`config.mk`:
```
export PLATFORM = sky130hd
export DESIGN_NAME = bram_row_packer_flat
export DESIGN_NICKNAME = d
export VERILOG_FILES = /design/src/rtl/bram_pkg.sv /design/src/rtl/bram_row_packer_if.sv /design/src/rtl/bram_word_addr_gen.sv /design/src/rtl/bram_row_packer.sv /design/src/flat_wrapper.sv
export SDC_FILE = /design/constraint.sdc
export NUM_CORES = 1
export LEC_CHECK = 0
export ABC_CLOCK_PERIOD_IN_PS = 3300
export BUFFER_PORTS_ARGS = -buffer_cell sky130_fd_sc_hd__buf_2
export CORE_MARGIN = 4
export CORE_UTILIZATION = 40
export CTS_BUF_LIST = sky130_fd_sc_hd__clkbuf_4 sky130_fd_sc_hd__clkbuf_8 sky130_fd_sc_hd__clkbuf_16
export DETAILED_ROUTE_END_ITERATION = 8
export GPL_TIMING_DRIVEN = 0
export RECOVER_POWER = 50
export SYNTH_ARGS = -nofsm -noshare
export SYNTH_HDL_FRONTEND = slang
export SYNTH_SLANG_ARGS = --single-unit
export TNS_END_PERCENT = 5
```
`constraint.sdc`:
```
create_clock -name bram_clk_in -period 3.3 [get_ports bram_clk_in]
set_clock_uncertainty 0.05 [all_clocks]
set_input_delay 0.66 -clock bram_clk_in [delete_from_list [all_inputs] [get_ports bram_clk_in]]
set_output_delay 0.66 -clock bram_clk_in [all_outputs]
set_load 0.03 [all_outputs]
```
`src/rtl/bram_pkg.sv`:
```
// Shared types and helpers for the BRAM row packer: lane geometry, packer FSM states,
// write payload and the per-lane byte-enable helper.
package bram_pkg;

  localparam int unsigned WORD_BITS      = 128;
  localparam int unsigned LANE_BITS      = 16;
  localparam int unsigned LANES          = WORD_BITS / LANE_BITS;
  localparam int unsigned BYTES_PER_LANE = LANE_BITS / 8;
  localparam int unsigned WE_BITS        = WORD_BITS / 8;
  localparam int unsigned LANE_IDX_BITS  = $clog2(LANES);

  typedef enum logic [1:0] {
    IDLE,
    FILL,
    FLUSH,
    SATURATED
  } packer_state_t;

  typedef logic [WE_BITS-1:0]       we_mask_t;
  typedef logic [LANE_IDX_BITS-1:0] lane_idx_t;

  // One registered BRAM port-A write.
  typedef struct packed {
    logic                 en;
    we_mask_t             we;
    logic [WORD_BITS-1:0] din;
    logic                 done;
  } bram_wr_t;

  // Byte enables covering the bank behind one lane.
  function automatic we_mask_t lane_mask(input lane_idx_t lane);
    return WE_BITS'({BYTES_PER_LANE{1'b1}}) << (32'(lane) * BYTES_PER_LANE);
  endfunction

endpackage

```
`src/rtl/bram_row_packer_if.sv`:
```
// Valid/ready column stream feeding the row packer.
interface bram_row_packer_if
  import bram_pkg::*;
#(
  parameter int unsigned LANE_WIDTH = LANE_BITS
) ();

  logic                  s_valid;
  logic                  s_ready;
  logic [LANE_WIDTH-1:0] s_data;
  logic                  s_last;

  modport master (output s_valid, s_data, s_last, input s_ready);
  modport slave  (input s_valid, s_data, s_last, output s_ready);

endinterface

```
`src/rtl/bram_word_addr_gen.sv`:
```
// Word index for the packed-write stream: base offset, wrap or saturate at DEPTH,
// and the sticky overflow flag.
module bram_word_addr_gen #(
  parameter int unsigned ADDR_WIDTH = 40,
  parameter int unsigned DEPTH      = 1024,
  parameter logic [63:0] BASE_ADDR  = '0,
  parameter int unsigned WRAP       = 0
) (
  input  logic                  clk,
  input  logic                  rst,
  input  logic                  clear,
  input  logic                  advance,
  output logic [ADDR_WIDTH-1:0] word_addr_c,
  output logic                  at_last_c,
  output logic                  overflow
);

  localparam int unsigned          IDX_WIDTH = (DEPTH > 1) ? $clog2(DEPTH) : 1;
  localparam logic [IDX_WIDTH-1:0] LAST_IDX  = IDX_WIDTH'(DEPTH - 1);

  logic [IDX_WIDTH-1:0] word_idx;

  assign at_last_c   = (word_idx == LAST_IDX);
  assign word_addr_c = ADDR_WIDTH'(BASE_ADDR) + ADDR_WIDTH'(word_idx);

  // Past the last word either wrap to 0 or hold the index and flag overflow.
  always_ff @(posedge clk) begin
    if (rst || clear) begin
      word_idx <= '0;
      overflow <= 1'b0;
    end else if (advance) begin
      if (!at_last_c) begin
        word_idx <= word_idx + 1'b1;
      end else if (WRAP != 0) begin
        word_idx <= '0;
      end else begin
        overflow <= 1'b1;
      end
    end
  end

endmodule

```
`src/rtl/bram_row_packer.sv`:
```
// Packs a stream of 16-bit column values into 128-bit BRAM words, one value per
// lane, and issues one port-A write per word with per-lane byte enables.
module bram_row_packer
  import bram_pkg::*;
#(
  parameter int unsigned BRAM_ADDR_WIDTH = 40,
  parameter int unsigned BRAM_DATA_WIDTH = WORD_BITS,
  parameter int unsigned LANE_WIDTH      = LANE_BITS,
  parameter int unsigned DEPTH           = 1024,
  parameter logic [63:0] BASE_ADDR       = '0,
  parameter int unsigned WRAP            = 0
) (
  input  logic                         bram_clk_in,
  input  logic                         bram_rst_in,
  input  logic                         clear,
  bram_row_packer_if.slave             s,
  output logic                         bram_clk_a_out,
  output logic                         bram_rst_a_out,
  output logic                         bram_en_a_out,
  output logic [BRAM_DATA_WIDTH/8-1:0] bram_we_a_out,
  output logic [BRAM_ADDR_WIDTH-1:0]   bram_addr_a_out,
  output logic [BRAM_DATA_WIDTH-1:0]   bram_din_a_out,
  output logic [31:0]                  words_written,
  output logic                         done,
  output logic                         overflow
);

  localparam lane_idx_t LAST_LANE = LANE_IDX_BITS'(LANES - 1);
  localparam bit        SATURATE  = (WRAP == 0);

  packer_state_t              state;
  packer_state_t              state_next;
  logic                       sat_c;
  lane_idx_t                  lane;
  logic [BRAM_DATA_WIDTH-1:0] acc;
  logic [BRAM_DATA_WIDTH-1:0] acc_merged_c;
  we_mask_t                   mask;
  we_mask_t                   mask_merged_c;
  logic                       accept_c;
  logic                       flush_c;
  logic [BRAM_ADDR_WIDTH-1:0] word_addr_c;
  logic                       at_last_c;
  bram_wr_t                   wr_q;

  assign bram_clk_a_out = bram_clk_in;
  assign bram_rst_a_out = bram_rst_in;

  assign s.s_ready = !bram_rst_in && !clear && !sat_c;
  assign accept_c  = s.s_valid && s.s_ready;
  assign flush_c   = accept_c && ((lane == LAST_LANE) || s.s_last);

  // Accumulator and mask as they would look with the current beat merged in.
  always_comb begin
    acc_merged_c = acc;
    acc_merged_c[32'(lane)*LANE_WIDTH +: LANE_WIDTH] = s.s_data;
    mask_merged_c = mask | lane_mask(lane);
  end

  bram_word_addr_gen #(
    .ADDR_WIDTH (BRAM_ADDR_WIDTH),
    .DEPTH      (DEPTH),
    .BASE_ADDR  (BASE_ADDR),
    .WRAP       (WRAP)
  ) u_addr_gen (
    .clk         (bram_clk_in),
    .rst         (bram_rst_in),
    .clear       (clear),
    .advance     (flush_c),
    .word_addr_c (word_addr_c),
    .at_last_c   (at_last_c),
    .overflow    (overflow)
  );

  always_ff @(posedge bram_clk_in) begin
    if (bram_rst_in) begin
      state <= IDLE;
    end else begin
      state <= state_next;
    end
  end

  always_comb begin
    state_next = state;
    if (clear) begin
      state_next = IDLE;
    end else if (flush_c && at_last_c && SATURATE) begin
      state_next = SATURATED;
    end else if (flush_c) begin
      state_next = FLUSH;
    end else if (accept_c) begin
      state_next = FILL;
    end else if (state == FLUSH) begin
      state_next = IDLE;
    end
  end

  always_comb begin
    sat_c = 1'b0;
    if (state == SATURATED) begin
      sat_c = 1'b1;
    end
  end

  // Lane accumulation; a flush hands the merged word to the write register and
  // restarts the row in the same cycle so full-rate rows need no bubble.
  always_ff @(posedge bram_clk_in) begin
    if (bram_rst_in) begin
      lane            <= '0;
      mask            <= '0;
      acc             <= '0;
      wr_q            <= '0;
      bram_addr_a_out <= '0;
      words_written   <= '0;
    end else begin
      wr_q.en   <= flush_c;
      wr_q.we   <= flush_c ? mask_merged_c : '0;
      wr_q.done <= flush_c && s.s_last;
      if (flush_c) begin
        wr_q.din        <= acc_merged_c;
        bram_addr_a_out <= word_addr_c;
        words_written   <= words_written + 32'd1;
      end
      if (clear || flush_c) begin
        lane <= '0;
        mask <= '0;
        acc  <= '0;
      end else if (accept_c) begin
        lane <= lane + 1'b1;
        mask <= mask_merged_c;
        acc  <= acc_merged_c;
      end
      if (clear) begin
        words_written <= '0;
      end
    end
  end

  assign bram_en_a_out  = wr_q.en;
  assign bram_we_a_out  = wr_q.we;
  assign bram_din_a_out = wr_q.din;
  assign done           = wr_q.done;

endmodule

```
`src/flat_wrapper.sv`:
```
// flat-port wrapper written by rule: the top's interface ports become plain ports
module bram_row_packer_flat import bram_pkg::*;
#(
  parameter int unsigned BRAM_ADDR_WIDTH = 40,
  parameter int unsigned BRAM_DATA_WIDTH = WORD_BITS,
  parameter int unsigned LANE_WIDTH      = LANE_BITS,
  parameter int unsigned DEPTH           = 1024,
  parameter logic [63:0] BASE_ADDR       = '0,
  parameter int unsigned WRAP            = 0
)
  (bram_clk_in, bram_rst_in, clear, bram_clk_a_out, bram_rst_a_out, bram_en_a_out, bram_we_a_out, bram_addr_a_out, bram_din_a_out, words_written, done, overflow, s_s_valid, s_s_data, s_s_last, s_s_ready);
  bram_row_packer_if #(.LANE_WIDTH(LANE_WIDTH)) s_i ();
  input  logic bram_clk_in;
  input  logic bram_rst_in;
  input  logic clear;
  output logic bram_clk_a_out;
  output logic bram_rst_a_out;
  output logic bram_en_a_out;
  output logic [BRAM_DATA_WIDTH/8-1:0] bram_we_a_out;
  output logic [BRAM_ADDR_WIDTH-1:0] bram_addr_a_out;
  output logic [BRAM_DATA_WIDTH-1:0] bram_din_a_out;
  output logic [31:0] words_written;
  output logic done;
  output logic overflow;
  input wire logic [$bits(s_i.s_valid)-1:0] s_s_valid;
  input wire logic [$bits(s_i.s_data)-1:0] s_s_data;
  input wire logic [$bits(s_i.s_last)-1:0] s_s_last;
  output wire logic [$bits(s_i.s_ready)-1:0] s_s_ready;
  assign s_i.s_valid = s_s_valid;
  assign s_i.s_data = s_s_data;
  assign s_i.s_last = s_s_last;
  assign s_s_ready = s_i.s_ready;
  bram_row_packer #(.BRAM_ADDR_WIDTH(BRAM_ADDR_WIDTH), .BRAM_DATA_WIDTH(BRAM_DATA_WIDTH), .LANE_WIDTH(LANE_WIDTH), .DEPTH(DEPTH), .BASE_ADDR(BASE_ADDR), .WRAP(WRAP)) u_core (.bram_clk_in(bram_clk_in), .bram_rst_in(bram_rst_in), .clear(clear), .s(s_i), .bram_clk_a_out(bram_clk_a_out), .bram_rst_a_out(bram_rst_a_out), .bram_en_a_out(bram_en_a_out), .bram_we_a_out(bram_we_a_out), .bram_addr_a_out(bram_addr_a_out), .bram_din_a_out(bram_din_a_out), .words_written(words_written), .done(done), .overflow(overflow));
endmodule
```
; ---- Word-level counts from Yosys, hierarchy flattened
; Index checks and enable logic that the tools add are counted.
[op_classes]
add_sub_neg = 4
eq_ne = 4
n_shift = 3
mux = 6
bitwise_logic = 3
reduce_logical = 18
[op_table]
columns = cell, n
row1 = $bwmux 128, 1
row2 = $shift 16x34->128 const A, 1
row3 = $shiftx 16x34->128, 1
row4 = $neg 7->34, 1
row5 = $add 32x1->32 const B, 1
row6 = $or 16x16->16, 1
row7 = $shl 2x4->16 const A, 1
row8 = $add 10x1->10 const B, 1
row9 = $eq 10x10->1 const B, 1
row10 = $mux 2, 4
row11 = $logic_and 1x1->1, 6
row12 = $reduce_or 2->1, 3
row13 = $eq 2x2->1 const B, 2
row14 = $reduce_and 2->1, 2
row15 = $reduce_bool 4->1, 1
row16 = $add 3x1->3 const B, 1
row17 = $eq 3x3->1 const B, 1
row18 = $logic_not 1->1, 3
row19 = $logic_or 1x1->1, 3
row20 = $not 1->1, 2
row21 = $mux 1, 1
[totals]
reg_bits = 348
in_bits = 21
out_inout_bits = 222
word_cells = 50

; ---- Longest topological paths before layout
; Gate-level depths: netlist of run 1.
[logic_depth]
ltp_word = 8
ltp_mapped = 11
depth_no_buf = 7

; ---- Modules after synthesis
; From an unflattened synthesis of run 1, not the netlist that was laid out.
[unflattened]
cells_unflattened = 1850
hier_area_um2 = 15572.4
[by_module_without_submodules]
columns = mod, instances, cells_each, area_each_um2, seq_area_each_um2
row1 = bram_row_packer, 1, 1747, 14706.6, 7347.0
row2 = bram_word_addr_gen, 1, 103, 865.8, 220.2

==> qor.yml, run 1 <==
detailed_routing:
  wl_per_cell_microns: 19.3
  drt_first_pass_iters: 5
  vias_per_cell: 5.41
  drtIter0Drc: 932
  via_count: 13200
  ant_nets: 0
  drc_errors: 0
  wl_microns: 47100
clock_tree:
  holdBufCountCts: 0
  cts_setup_buffers: 0
  path_clk_slew_ns: 0.06
  cts_tree: "done"
  clk_latency_ns: 0.65
final_layout:
  finalCoreUtilization_pct: 48.8
  drive_gt1_share_pct: 10.4
  nNetsFinal: 1980
  area_growth_pct: 19.6
  final_cell_mix: "dfxtp_1 (347), clkbuf_1 (280), nor2_1 (220), nand2_1 (151), a21oi_1 (120)"
  final_common_cell: "dfxtp_1"
worst_setup_path:
  path_cells: "ha_1 > ha_1 > o21a_1 > buf_2 > nand2_1 > nand2_1 > clkbuf_1 > clkbuf_1 > a21oi_1"
  r2r_start: "u_core.lane[1]"
  crit_path_max_fanout: 10
  endpoint: "u_core.acc[110]"
  timing.rr.end: "u_core.acc[110]"
  startpoint_type: "flip-flop"
  worst_setup_path_end_kind: "flip-flop"
  worstSetupPathType: "flip-flop to flip-flop"
  worstPathRequired_ns: 3.74
  cp_slowest_cell: "clkbuf_1"
  slowest_delay_ns: 0.51
  crit_start: "u_core.lane[1]"
  arrival_ns: 3.58
  rr_worst_depth: 9
  r2r_slack_ns: 0.16
placed_design:
  gp_congestion: 0.869
  io_buffers: 202
  dp_hpwl_microns: 33900
  preCtsSetupSlack_ns: -0.512
logic_synthesis:
  synth_flop_cell: "dfxtp_1"
  ys_types: 54
  synth_cells: 1674
  syn_area_sq_um: 14600
  async_flop_share_pct: 0
  ys_warn_count: 0
  ys_seq_elements: 348
  synth-edff-count: 0
  synth_seq_area_share_pct: 47.6
  avgSynthCellArea_sq_um: 8.73
sta:
  hold_viol: 0
  setup_viol: 0
  period_minus_slack_ns: 3.14
  drv_slew: 0
  slew_headroom_pct: 33.6
  max_freq_mhz: 319
  fin_ws_ns: 0.162
  whs_ns: 0.233
  tightest_slew_ns: 0.996
  post-route-period-util_pct: 95.1
  grt_setup_unrepaired: "no"
global_routing:
  grt_pass1_vias: 12200
  grt_pass1_wl_microns: 70800
  grt_use_total_pct: 22.8
  grt_antenna_before_repair: 1
  grt_max_degree: 13
  grt.overflow.total: 0
die:
  row_count: 69
  dieArea_sq_um: 39700
  die_w_microns: 199
  start_util_pct: 40.8
  fp.coreArea_sq_um: 35800
  ios: 243
  die_h_microns: 199
power_and_ir_drop:
  fin_total_pwr_uw: 9560
  power_density_nw_per_um2: 547
  p_leak_uw: 0.00589
  irDropWorstVdd_mv: 0.343
hold_path:
  hp-class: "input pin to flip-flop"
status:
  status: "complete, no violations"
flow_run:
  maxCapViolCount: 0
## critical path: cells and delay by family (launching register included)
family / cells / cell delay, ns
AOI/OAI and AO/OA: 2 / 0.27
and+or+nand+nor: 2 / 0.42
adders and majority gates: 2 / 0.55
buffers and inverters: 3 / 1.22
DFF: 1 / 0.47
## through the flow
step	instance area, sq um	TNS, ns	std cells
floorplan	14700	0	1703
global placement	16300	-49.46	2366
detailed placement	16300	-62.35	2366
CTS	17700	0	2434
global route	17500	0	2434
finish	17500	0	2435
## cell families (layout without fill, tap and decap cells)
logic type / Yosys count / in the layout / synth area share (%)
compound gates: 371 / 371 / 16.0
xor+xnor: 7 / 7 / 0.419
fa+ha+maj: 11 / 11 / 0.941
buf+inv: 213 / 483 / 7.03
flops: 348 / 348 / 47.6
mux: 116 / 116 / 7.94
other cells: 1 / 31 / 0.0256
simple gates: 607 / 607 / 20.0
## final cells by class
cell class              instances  area (sq um)
diodes                          1          2.50
clock inverters                 3          40.0
clock buffers                  67          1340
repair buffers                201           767
well taps                     461           577
multi-input cells            1142          6750
inverters                      14          57.6
fillers                      3607         18300
plain buffers                 198           975
flip-flops and latches        348          6970
## flip-flops by register name, indices dropped and copies added (netlist names)
name                        flops
u_core.u_addr_gen.overflow      1
u_core.lane                     3
u_core.done                     1
u_core.bram_din_a_out         128
u_core.bram_we_a_out           16
u_core.acc                    128
u_core.bram_addr_a_out         10
u_core.mask                    16
u_core.u_addr_gen.word_idx     10
u_core.state                    2
u_core.words_written           32
u_core.bram_en_a_out            1
## synth_stat cells, types with 24 or more instances
cell,n,area share [%]
nor2_1,221,5.7
dfxtp_1,348,48
a211oi_1,97,5.0
buf_2,64,2.2
clkbuf_1,93,2.4
nor2b_1,24,1.0
mux2i_1,116,7.9
a21oi_1,120,4.1
nand3_1,85,2.9
nand2_1,151,3.9
a31oi_1,25,1.1
buf_4,38,2.0
o21ai_0,69,2.4
a311oi_1,32,1.9
## layer usage
metal	wire length (microns)	GRT usage [%]
met1	21200	31.6
met2	21600	36.5
met3	2960	3.63
met4	1310	7.75
met5	9	0
## where the power goes
part           leakage [uW]  internal [uW]  switching [uW]
Clock              0.000703           2850            1770
Combinational       0.00238            167             473
Sequential          0.00281           4260            34.1
Total               0.00589           7280            2280
## how the worst min path moves through the flow
stage,from,end,slack (ns),cells after the start
2_1_floorplan,u_core.state[1],u_core.state[1],0.38,2
6_report,s_s_last,u_core.done,0.23,2
4_1_cts,s_s_last,u_core.done,0.21,2
3_3_place_gp,u_core.u_addr_gen.overflow,u_core.u_addr_gen.overflow,0.38,2
3_5_place_dp,u_core.u_addr_gen.overflow,u_core.u_addr_gen.overflow,0.38,2
5_1_grt,s_s_last,u_core.done,0.23,2
## what timing repair did
item / in CTS / in global routing
pin swaps: 0 / 0
resized for setup: 16 / 16
endpoints found under the setup margin: 232 / 114
No activity file was read; power rests on OpenSTA's default activity.
==> run 2: changes to the inputs <==
--- a/config.mk
+++ b/config.mk
@@ -13,7 +13,9 @@
 export DETAILED_ROUTE_END_ITERATION = 8
 export GPL_TIMING_DRIVEN = 0
+export MAX_ROUTING_LAYER = met4
 export RECOVER_POWER = 50
 export SYNTH_ARGS = -nofsm -noshare
 export SYNTH_HDL_FRONTEND = slang
+export SYNTH_HIERARCHICAL = 1
 export SYNTH_SLANG_ARGS = --single-unit
 export TNS_END_PERCENT = 5
==> constraint.sdc (replaced) <==
create_clock -name bram_clk_in -period 3.3 [get_ports bram_clk_in]
set_clock_uncertainty 0.05 [all_clocks]
set_input_delay 0.33 -clock bram_clk_in [delete_from_list [all_inputs] [get_ports bram_clk_in]]
set_output_delay 0.33 -clock bram_clk_in [all_outputs]
set_load 0.03 [all_outputs]
==> run 2 against run 1 <==
Against the previous run:
- via count is 8.6% higher
- fmax is 0.71% lower
- critical path depth is 3 higher
==> qor.yml, run 2 <==
status:
  status: "complete, no violations"
sta:
  tns_ns: 0
  slew_headroom_pct: 47.0
  fin_ws_ns: 0.140
  grt_setup_unrepaired: "yes"
  post-route-period-util_pct: 95.8
  tightest_slew_ns: 0.795
  max_freq_mhz: 316
  drv_slew: 0
  period_minus_slack_ns: 3.16
  hold_viol: 0
  setup_viol: 0
worst_setup_path:
  slowest_delay_ns: 0.36
  r2r_slack_ns: 0.14
  cp_slowest_cell: "dfxtp_1"
  worstSetupPathType: "flip-flop to flip-flop"
  startpoint_type: "flip-flop"
  crit_start: "u_core/lane[0]"
  worstPathRequired_ns: 3.79
  worst_setup_path_end_kind: "flip-flop"
  r2r_start: "u_core/lane[0]"
  path_cells: "clkbuf_4 > inv_2 > buf_4 > buf_8 > ha_1 > ha_1 > buf_2 > nand2b_1 > nor2_2 > clkbuf_4 > mux2i_2 > a211oi_1"
  crit_path_max_fanout: 11
  arrival_ns: 3.65
logic_synthesis:
  synth_cells: 1850
  ys_seq_elements: 378
  synth_top_cell_area_share_pct: 48.6
  synth-edff-count: 0
  async_flop_share_pct: 0
  synth_commonest_cells: "dfxtp_1 (378), nor2_1 (291), nand2_1 (239)"
  synthTopCellsByArea: "dfxtp_1 (49%), nor2_1 (7.0%), a21oi_1 (6.3%), mux2i_1 (6.3%), nand2_1 (5.8%)"
  synth_top_area_cell: "dfxtp_1"
  synth_seq_area_share_pct: 48.6
  avgSynthCellArea_sq_um: 8.42
  synth_flop_cell: "dfxtp_1"
  syn_area_sq_um: 15600
  ys_types: 55
  ys_warn_count: 6
  yosysMostFrequentCell: "dfxtp_1"
global_routing:
  grt_pass1_wl_microns: 77400
  grt_use_total_pct: 24.0
  grt_antenna_before_repair: 0
  grt.overflow.total: 0
  grt_max_degree: 14
  grt_pass1_vias: 13500
placed_design:
  io_buffers: 242
  preCtsSetupSlack_ns: -0.512
  place_inst: 2639
  dp_hpwl_microns: 36300
  gp_congestion: 0.910
power_and_ir_drop:
  power_density_nw_per_um2: 547
  p_leak_uw: 0.00647
  fin_total_pwr_uw: 10600
  irDropWorstVdd_mv: 0.314
flow_run:
  maxCapViolCount: 0
final_layout:
  diodes: 0
  stdcell_count: 2750
  finalCoreUtilization_pct: 50.2
  final_cell_mix: "dfxtp_1 (378), clkbuf_1 (291), nor2_1 (274), nand2_1 (239), a21oi_1 (197)"
  final_common_cell: "dfxtp_1"
  nNetsFinal: 2231
  seqCellArea_sq_um: 7570
  fillers: 3872
  drive_gt1_share_pct: 12.7
  multi_input_area_sq_um: 7300
  area_growth_pct: 24.3
clock_tree:
  cts_tree: "done"
  path_clk_slew_ns: 0.06
  clk_latency_ns: 0.67
die:
  fp.coreArea_sq_um: 38600
  ios: 243
  dieArea_sq_um: 42200
  die_w_microns: 205
  start_util_pct: 40.4
  row_count: 72
  die_h_microns: 205
detailed_routing:
  drc_errors: 0
  drtIter0Drc: 913
  via_count: 14300
  vias_per_cell: 5.20
  wl_per_cell_microns: 18.5
  wl_microns: 50900
  drt_first_pass_iters: 6
  ant_nets: 0
hold_path:
  hp-start: "u_core/bram_addr_a_out[24]"
  hp-class: "flip-flop to flip-flop"
==> run 2: logic make-up (layout without fill, tap and decap cells) <==
kind of cell | after synthesis | count (layout) | synth area share [%]
DFF | 378 | 378 | 48.6
AOI/OAI and AO/OA | 386 | 386 | 14.9
buffers and inverters | 197 | 550 | 6.34
muxes | 98 | 98 | 6.30
and+or+nand+nor | 753 | 753 | 21.5
xor gates and xnor gates | 26 | 26 | 1.46
adders and majority gates | 11 | 11 | 0.884
other | 1 | 30 | 0.0241
==> run 2: through the flow <==
stage,hold WS (ns),cell area [sq um]
4_1_cts,0.400,19400
6_report,0.403,19400
3_5_place_dp,0.395,17500
5_1_grt,0.425,19400
3_3_place_gp,0.391,17500
2_1_floorplan,0.383,15700
==> run 2: path summary, 6_finish.rpt <==
check             depth (start not counted)                    endpoint
setup / recovery                         12   u_core/bram_din_a_out[31]
hold / removal                            2  u_core/bram_addr_a_out[24]
setup reg to reg                         12   u_core/bram_din_a_out[31]
hold reg to reg                           2  u_core/bram_addr_a_out[24]
==> run 2: layout make-up <==
| cell class | instances | area share (%) |
|---|---|---|
| Clock inverter | 16 | 0.976 |
| Sequential cell | 378 | 39.1 |
| Clock buffer | 66 | 7.27 |
| Inverter | 12 | 0.233 |
| Multi-Input combinational cell | 1304 | 37.7 |
| Timing Repair Buffer | 272 | 6.34 |
| Buffer | 184 | 5.02 |
| Tap cell | 518 | 3.35 |
==> run 2: timing repair <==
action / CTS / global route
hold buffers: 21 / 0
pin swaps: 0 / 4
resized for setup: 16 / 86
setup buffers: 0 / 10
endpoints found under the hold margin: 34 / 0
endpoints found under the setup margin: 212 / 232
==> run 2: critical path: cells and delay by family (launching register included) <==
kind                       cells  cell delay [ns]
adders and majority gates      2             0.53
DFF                            1             0.36
buffers and inverters          6             1.19
and+or+nand+nor                2             0.42
AOI/OAI and AO/OA              1             0.12
muxes                          1             0.36
==> run 2: per-layer routing <==
metal,track usage (%),share of wire (%)
met1,33.1,47
met2,36.3,45
met3,4.16,6.2
met4,7.25,1.9
met5,-,0
==> run 2: where the power goes <==
group	switching (uW)	internal (uW)	leakage, uW
combinational	446	194	0.00262
clock	2000	3280	0.000803
sequential	38.9	4620	0.00305
==> run 3: changes to the inputs <==
ABC_CLOCK_PERIOD_IN_PS = 3450   (was 3300)
clock period = 3.45 ns   (was 3.3 ns; I/O delays follow)
==> run 3 against run 2 <==
Against the previous run:
- the run now ends with negative setup slack left
- sequential power decreased by 4%
- utilization decreased by 0.61 points
- critical path depth decreased by 1
- combinational power decreased by 6.4%
- flip-flop and latch count unchanged
- wire length decreased by 0.42%
- clock-buffer cell count unchanged
- worst hold slack about the same
- critical endpoint is now u_core/bram_din_a_out[27]
- largest cell class unchanged
- highest routed layer unchanged
==> qor.yml, run 3 (synthesis results as in run 2) <==
status:
  status: "finished, violations left"
  violations: "negative setup slack"
worst_setup_path:
  worstSetupPathType: "flip-flop to flip-flop"
  arrival_ns: 4.06
  cp_slowest_cell: "nor2_2"
  worstPathRequired_ns: 3.98
  slowest_delay_ns: 0.61
  crit_path_max_fanout: 11
  worst_setup_path_end_kind: "flip-flop"
  path_cells: "buf_2 > inv_2 > clkbuf_4 > buf_4 > ha_1 > ha_1 > clkbuf_1 > nand2b_1 > nor2_2 > mux2i_1 > a211oi_1"
  cpMostUsedCell: "ha_1"
  startpoint_type: "flip-flop"
global_routing:
  grt_pass1_vias: 13500
  grt.busiest_layer: "met2"
  grt_use_total_pct: 24.0
  grt.overflow.total: 0
  grt_max_degree: 14
  grtUsageMet3_pct: 4.16
  grt_antenna_before_repair: 0
  met2_usage_pct: 36.3
  grt_pass1_wl_microns: 77400
  grt_use_met1_pct: 33.1
sta:
  whs_ns: 0.403
  post-route-period-util_pct: 102
  period_minus_slack_ns: 3.53
  tightest_slew_ns: 0.905
  max_freq_mhz: 283
  drv_slew: 0
  hold_viol: 0
  grt_setup_unrepaired: "yes"
  fin_ws_ns: -0.0803
  setup_viol: 8
  slew_headroom_pct: 39.6
detailed_routing:
  drc_errors: 0
  drt_first_pass_iters: 5
  wl_microns: 50700
  drtIter0Drc: 925
  via_count: 14300
  wl_per_cell_microns: 18.5
  vias_per_cell: 5.20
  ant_nets: 0
power_and_ir_drop:
  p_leak_uw: 0.00638
  fin_total_pwr_uw: 10100
  power_density_nw_per_um2: 529
  irDropWorstVdd_mv: 0.300
placed_design:
  io_buffers: 242
  preCtsSetupSlack_ns: -0.362
  dp_hpwl_microns: 36300
  gp_congestion: 0.910
  place_area_sq_um: 17500
flow_run:
  maxCapViolCount: 0
die:
  dieArea_sq_um: 42200
  die_w_microns: 205
  fp.coreArea_sq_um: 38600
  row_count: 72
  ios: 243
  start_util_pct: 40.4
  die_h_microns: 205
final_layout:
  fin_area_sq_um: 19100
  final_common_cell: "dfxtp_1"
  nNetsFinal: 2226
  diodes: 0
  final_cell_mix: "dfxtp_1 (378), clkbuf_1 (299), nor2_1 (278), nand2_1 (239), a21oi_1 (197)"
  drive_gt1_share_pct: 11.1
  area_growth_pct: 22.8
hold_path:
  hp-class: "flip-flop to flip-flop"
clock_tree:
  cts_tree: "done"
  clk_latency_ns: 0.68
  path_clk_slew_ns: 0.06
run 3: per-layer routing:
metal / wire length [microns] / vias to the layer above
li1: - / 7002
met1: 23800 / 6761
met2: 22700 / 439
met3: 3250 / 60
met4: 941 / 0
met5: 0 / -
run 3: path summary, 6_finish.rpt:
kind | depth (start not counted) | startpoint | slack [ns] | to
max | 11 | u_core/lane[0] | -0.08 | u_core/bram_din_a_out[27]
min | 2 | u_core/bram_addr_a_out[24] | 0.40 | u_core/bram_addr_a_out[24]
max reg2reg | 11 | u_core/lane[0] | -0.08 | u_core/bram_din_a_out[27]
min reg2reg | 2 | u_core/bram_addr_a_out[24] | 0.40 | u_core/bram_addr_a_out[24]
run 3: repair_timing:
action                                  CTS  global route
endpoints found under the setup margin   88           183
pin swaps                                 0             1
hold buffers                             21             0
endpoints found under the hold margin    30             0
buffers inserted                          0             5
resized for setup                        13            26
run 3: per-stage QoR:
step	cells	setup TNS (ns)	util (%)
2_1_floorplan	1879	0	-
4_1_cts	2741	0	50.3
5_1_grt	2745	-6.03	49.6
3_3_place_gp	2639	-7.10	45.5
3_5_place_dp	2639	-8.97	45.5
6_report	2745	-0.357	49.6
run 3: worst max-delay path, delay by kind of cell (launching register included):
family | cells | cell delay (ns)
DFF | 1 | 0.36
adders and majority gates | 2 | 0.47
and+or+nand+nor | 2 | 1.10
muxes | 1 | 0.22
AOI/OAI and AO/OA | 1 | 0.27
buffers and inverters | 5 | 0.98
run 3: area by class of cell:
type                    count  area, sq um
repair buffers            267         1180
clock inverters            16          189
well taps                 518          648
multi-input cells        1304         7160
inverters                  12         45.0
flip-flops and latches    378         7570
clock buffers              66         1410
plain buffers             184          933
fillers                  3899        19400
run 3: report_power, final:
part / total, uW / internal (uW) / leakage [uW] / switching (uW)
clock: 5050 / 3140 / 0.000803 / 1910
sequential: 4460 / 4420 / 0.00305 / 36.9
combinational: 599 / 180 / 0.00252 / 419
total: 10100 / 7740 / 0.00638 / 2370
